--- config.mk ---
export PLATFORM = sky130hd
export DESIGN_NAME = fc_argmax_classifier
export DESIGN_NICKNAME = d
export VERILOG_FILES = /design/src/rtl/alexnet_pkg.sv /design/src/rtl/argmax_cmp.sv /design/src/rtl/fc_argmax_classifier.sv
export SDC_FILE = /design/constraint.sdc
export NUM_CORES = 1
export LEC_CHECK = 0
export ABC_CLOCK_PERIOD_IN_PS = 3900
export CORE_MARGIN = 2
export CORE_UTILIZATION = 44
export DETAILED_ROUTE_END_ITERATION = 8
export MAX_ROUTING_LAYER = met4
export PLACE_DENSITY = 0.75
export SYNTH_ARGS = -nofsm -noshare
export SYNTH_HDL_FRONTEND = slang
export SYNTH_HIERARCHICAL = 1
export SYNTH_SLANG_ARGS = --single-unit
--- constraint.sdc ---
create_clock -name clk -period 3.9 [get_ports clk]
set_input_delay 0.39 -clock clk [delete_from_list [all_inputs] [get_ports clk]]
set_output_delay 0.39 -clock clk [all_outputs]
set_load 0.02 [all_outputs]
--- src/rtl/alexnet_pkg.sv ---
// Shared AlexNet types and constants for the argmax classifier stage.
// The optional runner-up tracking is enabled with the ARGMAX_TOP2_EN macro.
package alexnet_pkg;

    localparam int DW          = 16;
    localparam int NUM_CLASSES = 10;
    localparam int IW          = 4;

    typedef logic signed [DW-1:0] score_t;
    typedef logic [IW-1:0]        class_idx_t;

    localparam score_t SCORE_MIN = {1'b1, {(DW-1){1'b0}}};

    typedef enum logic [1:0] {
        IDLE,
        SCAN,
        FINISH
    } argmax_state_t;

endpackage

--- src/rtl/argmax_cmp.sv ---
// Combinational update of the running (best, second) pair for one accepted score.
// Runner-up ports exist only when ARGMAX_TOP2_EN is defined.
module argmax_cmp
    import alexnet_pkg::*;
(
    input  score_t     score_i,
    input  class_idx_t cnt_i,
    input  class_idx_t best_idx_i,
    input  score_t     best_score_i,
`ifdef ARGMAX_TOP2_EN
    input  class_idx_t second_idx_i,
    input  score_t     second_score_i,
    output class_idx_t second_idx_o,
    output score_t     second_score_o,
`endif
    output class_idx_t best_idx_o,
    output score_t     best_score_o
);

    logic first;
    logic new_max;

    assign first   = (cnt_i == '0);
    // Strict compare: an equal score never displaces an earlier index.
    assign new_max = first || (score_i > best_score_i);

    always_comb begin
        best_idx_o   = best_idx_i;
        best_score_o = best_score_i;
`ifdef ARGMAX_TOP2_EN
        second_idx_o   = second_idx_i;
        second_score_o = second_score_i;
`endif
        if (new_max) begin
            best_idx_o   = cnt_i;
            best_score_o = score_i;
`ifdef ARGMAX_TOP2_EN
            if (!first) begin
                second_idx_o   = best_idx_i;
                second_score_o = best_score_i;
            end
`endif
        end
`ifdef ARGMAX_TOP2_EN
        else if ((cnt_i == class_idx_t'(1)) || (score_i > second_score_i)) begin
            second_idx_o   = cnt_i;
            second_score_o = score_i;
        end
`endif
    end

endmodule

--- src/rtl/fc_argmax_classifier.sv ---
// Argmax over the serial fc3/ReLU class-score stream; pulses done with the winner.
// Define ARGMAX_TOP2_EN to also report the runner-up class and score.
module fc_argmax_classifier
    import alexnet_pkg::*;
(
    input  logic          clk,
    input  logic          rst,
    input  logic          start,
    input  logic          score_valid,
    input  logic [DW-1:0] score_in,
    output logic          busy,
    output logic          done,
`ifdef ARGMAX_TOP2_EN
    output logic [IW-1:0] second_idx,
    output logic [DW-1:0] second_score,
`endif
    output logic [IW-1:0] class_idx,
    output logic [DW-1:0] class_score
);

    argmax_state_t state_q, state_d;
    class_idx_t    cnt_q, cnt_d;
    class_idx_t    best_idx_q, best_idx_d;
    score_t        best_score_q, best_score_d;
    class_idx_t    class_idx_q, class_idx_d;
    score_t        class_score_q, class_score_d;
    class_idx_t    nb_idx;
    score_t        nb_score;

`ifdef ARGMAX_TOP2_EN
    class_idx_t run_sidx_q, run_sidx_d;
    score_t     run_sscore_q, run_sscore_d;
    class_idx_t sec_idx_q, sec_idx_d;
    score_t     sec_score_q, sec_score_d;
    class_idx_t ns_idx;
    score_t     ns_score;
`endif

    argmax_cmp u_cmp (
        .score_i        (score_t'(score_in)),
        .cnt_i          (cnt_q),
        .best_idx_i     (best_idx_q),
        .best_score_i   (best_score_q),
`ifdef ARGMAX_TOP2_EN
        .second_idx_i   (run_sidx_q),
        .second_score_i (run_sscore_q),
        .second_idx_o   (ns_idx),
        .second_score_o (ns_score),
`endif
        .best_idx_o     (nb_idx),
        .best_score_o   (nb_score)
    );

    always_comb begin
        state_d       = state_q;
        cnt_d         = cnt_q;
        best_idx_d    = best_idx_q;
        best_score_d  = best_score_q;
        class_idx_d   = class_idx_q;
        class_score_d = class_score_q;
`ifdef ARGMAX_TOP2_EN
        run_sidx_d   = run_sidx_q;
        run_sscore_d = run_sscore_q;
        sec_idx_d    = sec_idx_q;
        sec_score_d  = sec_score_q;
`endif
        // start in IDLE and in SCAN share the same clear; it is ignored in FINISH.
        if (start && (state_q != FINISH)) begin
            state_d      = SCAN;
            cnt_d        = '0;
            best_idx_d   = '0;
            best_score_d = SCORE_MIN;
`ifdef ARGMAX_TOP2_EN
            run_sidx_d   = '0;
            run_sscore_d = SCORE_MIN;
`endif
        end else begin
            case (state_q)
                SCAN: begin
                    if (score_valid) begin
                        cnt_d        = cnt_q + 1'b1;
                        best_idx_d   = nb_idx;
                        best_score_d = nb_score;
`ifdef ARGMAX_TOP2_EN
                        run_sidx_d   = ns_idx;
                        run_sscore_d = ns_score;
`endif
                        if (cnt_q == class_idx_t'(NUM_CLASSES - 1)) begin
                            state_d       = FINISH;
                            class_idx_d   = nb_idx;
                            class_score_d = nb_score;
`ifdef ARGMAX_TOP2_EN
                            sec_idx_d     = ns_idx;
                            sec_score_d   = ns_score;
`endif
                        end
                    end
                end
                FINISH:  state_d = IDLE;
                default: state_d = IDLE;
            endcase
        end
    end

    always_ff @(posedge clk or posedge rst) begin
        if (rst) begin
            state_q       <= IDLE;
            cnt_q         <= '0;
            best_idx_q    <= '0;
            best_score_q  <= SCORE_MIN;
            class_idx_q   <= '0;
            class_score_q <= '0;
`ifdef ARGMAX_TOP2_EN
            run_sidx_q    <= '0;
            run_sscore_q  <= SCORE_MIN;
            sec_idx_q     <= '0;
            sec_score_q   <= '0;
`endif
        end else begin
            state_q       <= state_d;
            cnt_q         <= cnt_d;
            best_idx_q    <= best_idx_d;
            best_score_q  <= best_score_d;
            class_idx_q   <= class_idx_d;
            class_score_q <= class_score_d;
`ifdef ARGMAX_TOP2_EN
            run_sidx_q    <= run_sidx_d;
            run_sscore_q  <= run_sscore_d;
            sec_idx_q     <= sec_idx_d;
            sec_score_q   <= sec_score_d;
`endif
        end
    end

    assign busy        = (state_q == SCAN);
    assign done        = (state_q == FINISH);
    assign class_idx   = class_idx_q;
    assign class_score = class_score_q;
`ifdef ARGMAX_TOP2_EN
    assign second_idx   = sec_idx_q;
    assign second_score = sec_score_q;
`endif

endmodule

==> impl_results.md <==
- Pre-CTS WS: 0.643 ns
- WL per Instance: 14.8 µm
- Via density: 5.34
- Setup bufs post-CTS: 0
- Post-Route WL: 4860 µm
- Die area: 6510 µm²
- Inst Count DP: 320
- Peak supply drop: 0.165 mV
- Core region area: 5610 µm²
- Synth-to-Final Area Change: 20.5%
- CTS tree: yes
- Crit end category: register
- H-tree depth: 2
- Antenna violations before repair: 0
- Grt total ovfl: 0
- Pwr/cell area: 299 nW/µm²
- Gr usage total: 17.3%
- R2R setup slack: 0.94 ns
- Longest Clk Path Bufs: 2
- MaxCap Viol Count: 0
- Synthesized flop and latch total: 46
- Commonest non-fill, non-tap cell in the layout: dfrtp_1
- Worst hold endpoint: best_score_q[15]
- Slew HR: 38.9%
- Post-Layout Cell Count: 328
- Post-synthesis net count: 253
- Resize count post-CTS: 0
- Reg2reg start: best_score_q[15]
- Ant. Diodes: 0
- Crit path kind: input pin to register
- Final GP Congestion: 0.773
- Fin crit period: 2.97 ns
- Vias in the first global route: 1736
- Total CTS buffers: 5
- Rows: 27
- Clk_lat worst skew: 0.30 ns
- Largest net degree at the start of global routing: 47
- IO Count: 42
- Gate Count Post-Synth: 215
- Crit path DAT: 3.15 ns
- Port Buf Inserts: 41
- DIE WIDTH: 80.7 µm
- Crit path required time: 4.09 ns
- Drt initial violations: 61
- Clk slew on worst S/H paths: 0.08 ns
- Mapped cell area: 2590 µm²
- Layout cells sized above 1: 21.1%
- PnR worst setup slack: 0.934 ns
- Clock Tree Root: clkbuf_8
- Worst Hold Slack: 0.474 ns
- Final hold vios: 0
- Hold Path Depth: 2
- Detailed-route via count: 1750
- Setup Viol. Count Final: 0
- Yosys warning count: 6
- Clock tree sinks: 46
- Maximum clock rate: 337 MHz
- Sequential area share after synthesis: 44.6%
- First-pass GRT wire length: 8370 µm
- TritonRoute pass-1 iters: 4
- Routed Antenna Nets: 0
- Drt drc: 0
- Hold path start: best_score_q[15]
- Hold-fix buffers, CTS: 0
- Nets: 293
- Initial Util: 46.1%
- LEAKAGE: 1.51 nW
- Yosys cell types: 40
- Die Y: 80.7 µm
- Worst Tran Pin Value: 0.915 ns
- Post-route clock period utilization: 76.1%
- Status: finished, final reports clean
- Unrepaired setup endpoints after global routing: false
- Syn Area/Cell: 12.0 µm²
- Tightest Hold Check Type: register to register
- Most frequent cells in the layout: dfrtp_1 (45), clkdlybuf4s50_1 (41), mux2_2 (26)
- Startpoint Class: input pin
- CP max FO: 16
- FF-to-FF End: class_score[7]
- Detail Placement HPWL: 3480 µm
- Setup TNS: 0 ns
- FF-to-FF path depth: 9
- Pins over their slew limit: 0
- Final setup skew: 0.00886 ns
==> through the flow <==
step / area, µm² / utilization (%) / total power [W]
finish: 3120 / 55.6 / 0.000930
global route: 3120 / 55.6 / 0.000977
global placement: 3020 / 53.9 / 0.000643
detailed placement: 3020 / 53.9 / 0.000646
CTS: 3120 / 55.6 / 0.000940
floorplan: 2590 / - / 0.000603
==> worst max-delay path by stage <==
stage                     cells past startpoint  slack (ns)               to              from
final                                         9        0.93   class_score[7]      score_in[15]
after global routing                          9        0.77  class_score[15]  best_score_q[15]
after CTS                                     9        0.94   class_score[7]  best_score_q[15]
after detailed placement                      9        0.64   class_score[7]      score_in[14]
after global placement                        9        0.69   class_score[7]      score_in[15]
after floorplan                              10        1.08   class_score[7]  best_score_q[15]
==> flip-flops by register name (all words and copies together), names as in the netlist <==
signal,count
class_score,16
cnt_q,4
best_score_q,16
best_idx_q,4
state_q,2
class_idx,4
==> layer usage <==
layer	GRT usage, %	wire length, µm	share of wire, %	vias up
met4	5.59	71	1.5	0
met1	22.5	2400	49	860
met5	-	0	0	-
li1	-	-	-	857
met2	27.1	2230	46	26
met3	3.71	149	3.1	7
==> area by class of cell <==
class,instances,area [µm²]
fillers,490,2490
multi-input cells,134,1270
repair buffers,42,418
clock inverters,1,5.00
flip-flops and latches,46,1150
well taps,72,90.1
clock buffers,7,86.3
inverters,26,97.6
==> report_power, final <==
part | switching, W | internal (W) | total (W)
logic | 0.0000701 | 0.0000689 | 0.000139
clock network | 0.000151 | 0.000143 | 0.000294
registers | 0.00000963 | 0.000488 | 0.000498
==> synthesized netlist by cell type, drive strengths merged <==
cell | count | area (µm²)
o41ai | 1 | 8.76
a21boi | 1 | 7.51
a21oi | 9 | 45.0
nand3 | 7 | 35.0
nor3b | 1 | 18.8
nor3 | 1 | 5.00
dfrtp | 45 | 1130
nand2b | 2 | 12.5
a311oi | 1 | 8.76
or2 | 1 | 6.26
or4 | 1 | 11.3
nand4b | 2 | 17.5
nand4 | 3 | 25.0
buf | 9 | 70.1
nor2 | 3 | 11.3
mux2 | 37 | 454
dfstp | 1 | 26.3
nor2b | 3 | 26.3
a22oi | 1 | 21.3
and3 | 1 | 6.26
o21a | 1 | 7.51
a21o | 2 | 15.0
a32oi | 1 | 8.76
ha | 18 | 225
nand2 | 4 | 22.5
a31oi | 1 | 6.26
and4bb | 1 | 12.5
o21ai | 6 | 30.0
inv | 26 | 97.6
and2b | 1 | 7.51
o221ai | 1 | 8.76
a41oi | 1 | 8.76
and4 | 2 | 17.5
a22o | 20 | 175
==> cells by family (layout without fill, tap and decap cells) <==
logic type	count (synthesis)	in the layout	synth area share, %
adders and majority gates	18	18	8.71
DFF	46	46	44.6
and+or+nand+nor	33	33	9.10
muxes	37	37	17.6
buffers and inverters	35	76	6.48
AOI/OAI and AO/OA	46	46	13.6
==> worst max-delay path: stages <==
cell	delay (ns)
clkdlybuf4s50_1	0.45
ha_1	0.36
nand4_2	0.13
nor3_1	0.06
or4_4	0.52
a22oi_4	0.33
nand2_4	0.24
mux2_4	0.36
mux2_1	0.29
(Power assumes the default switching activity.)
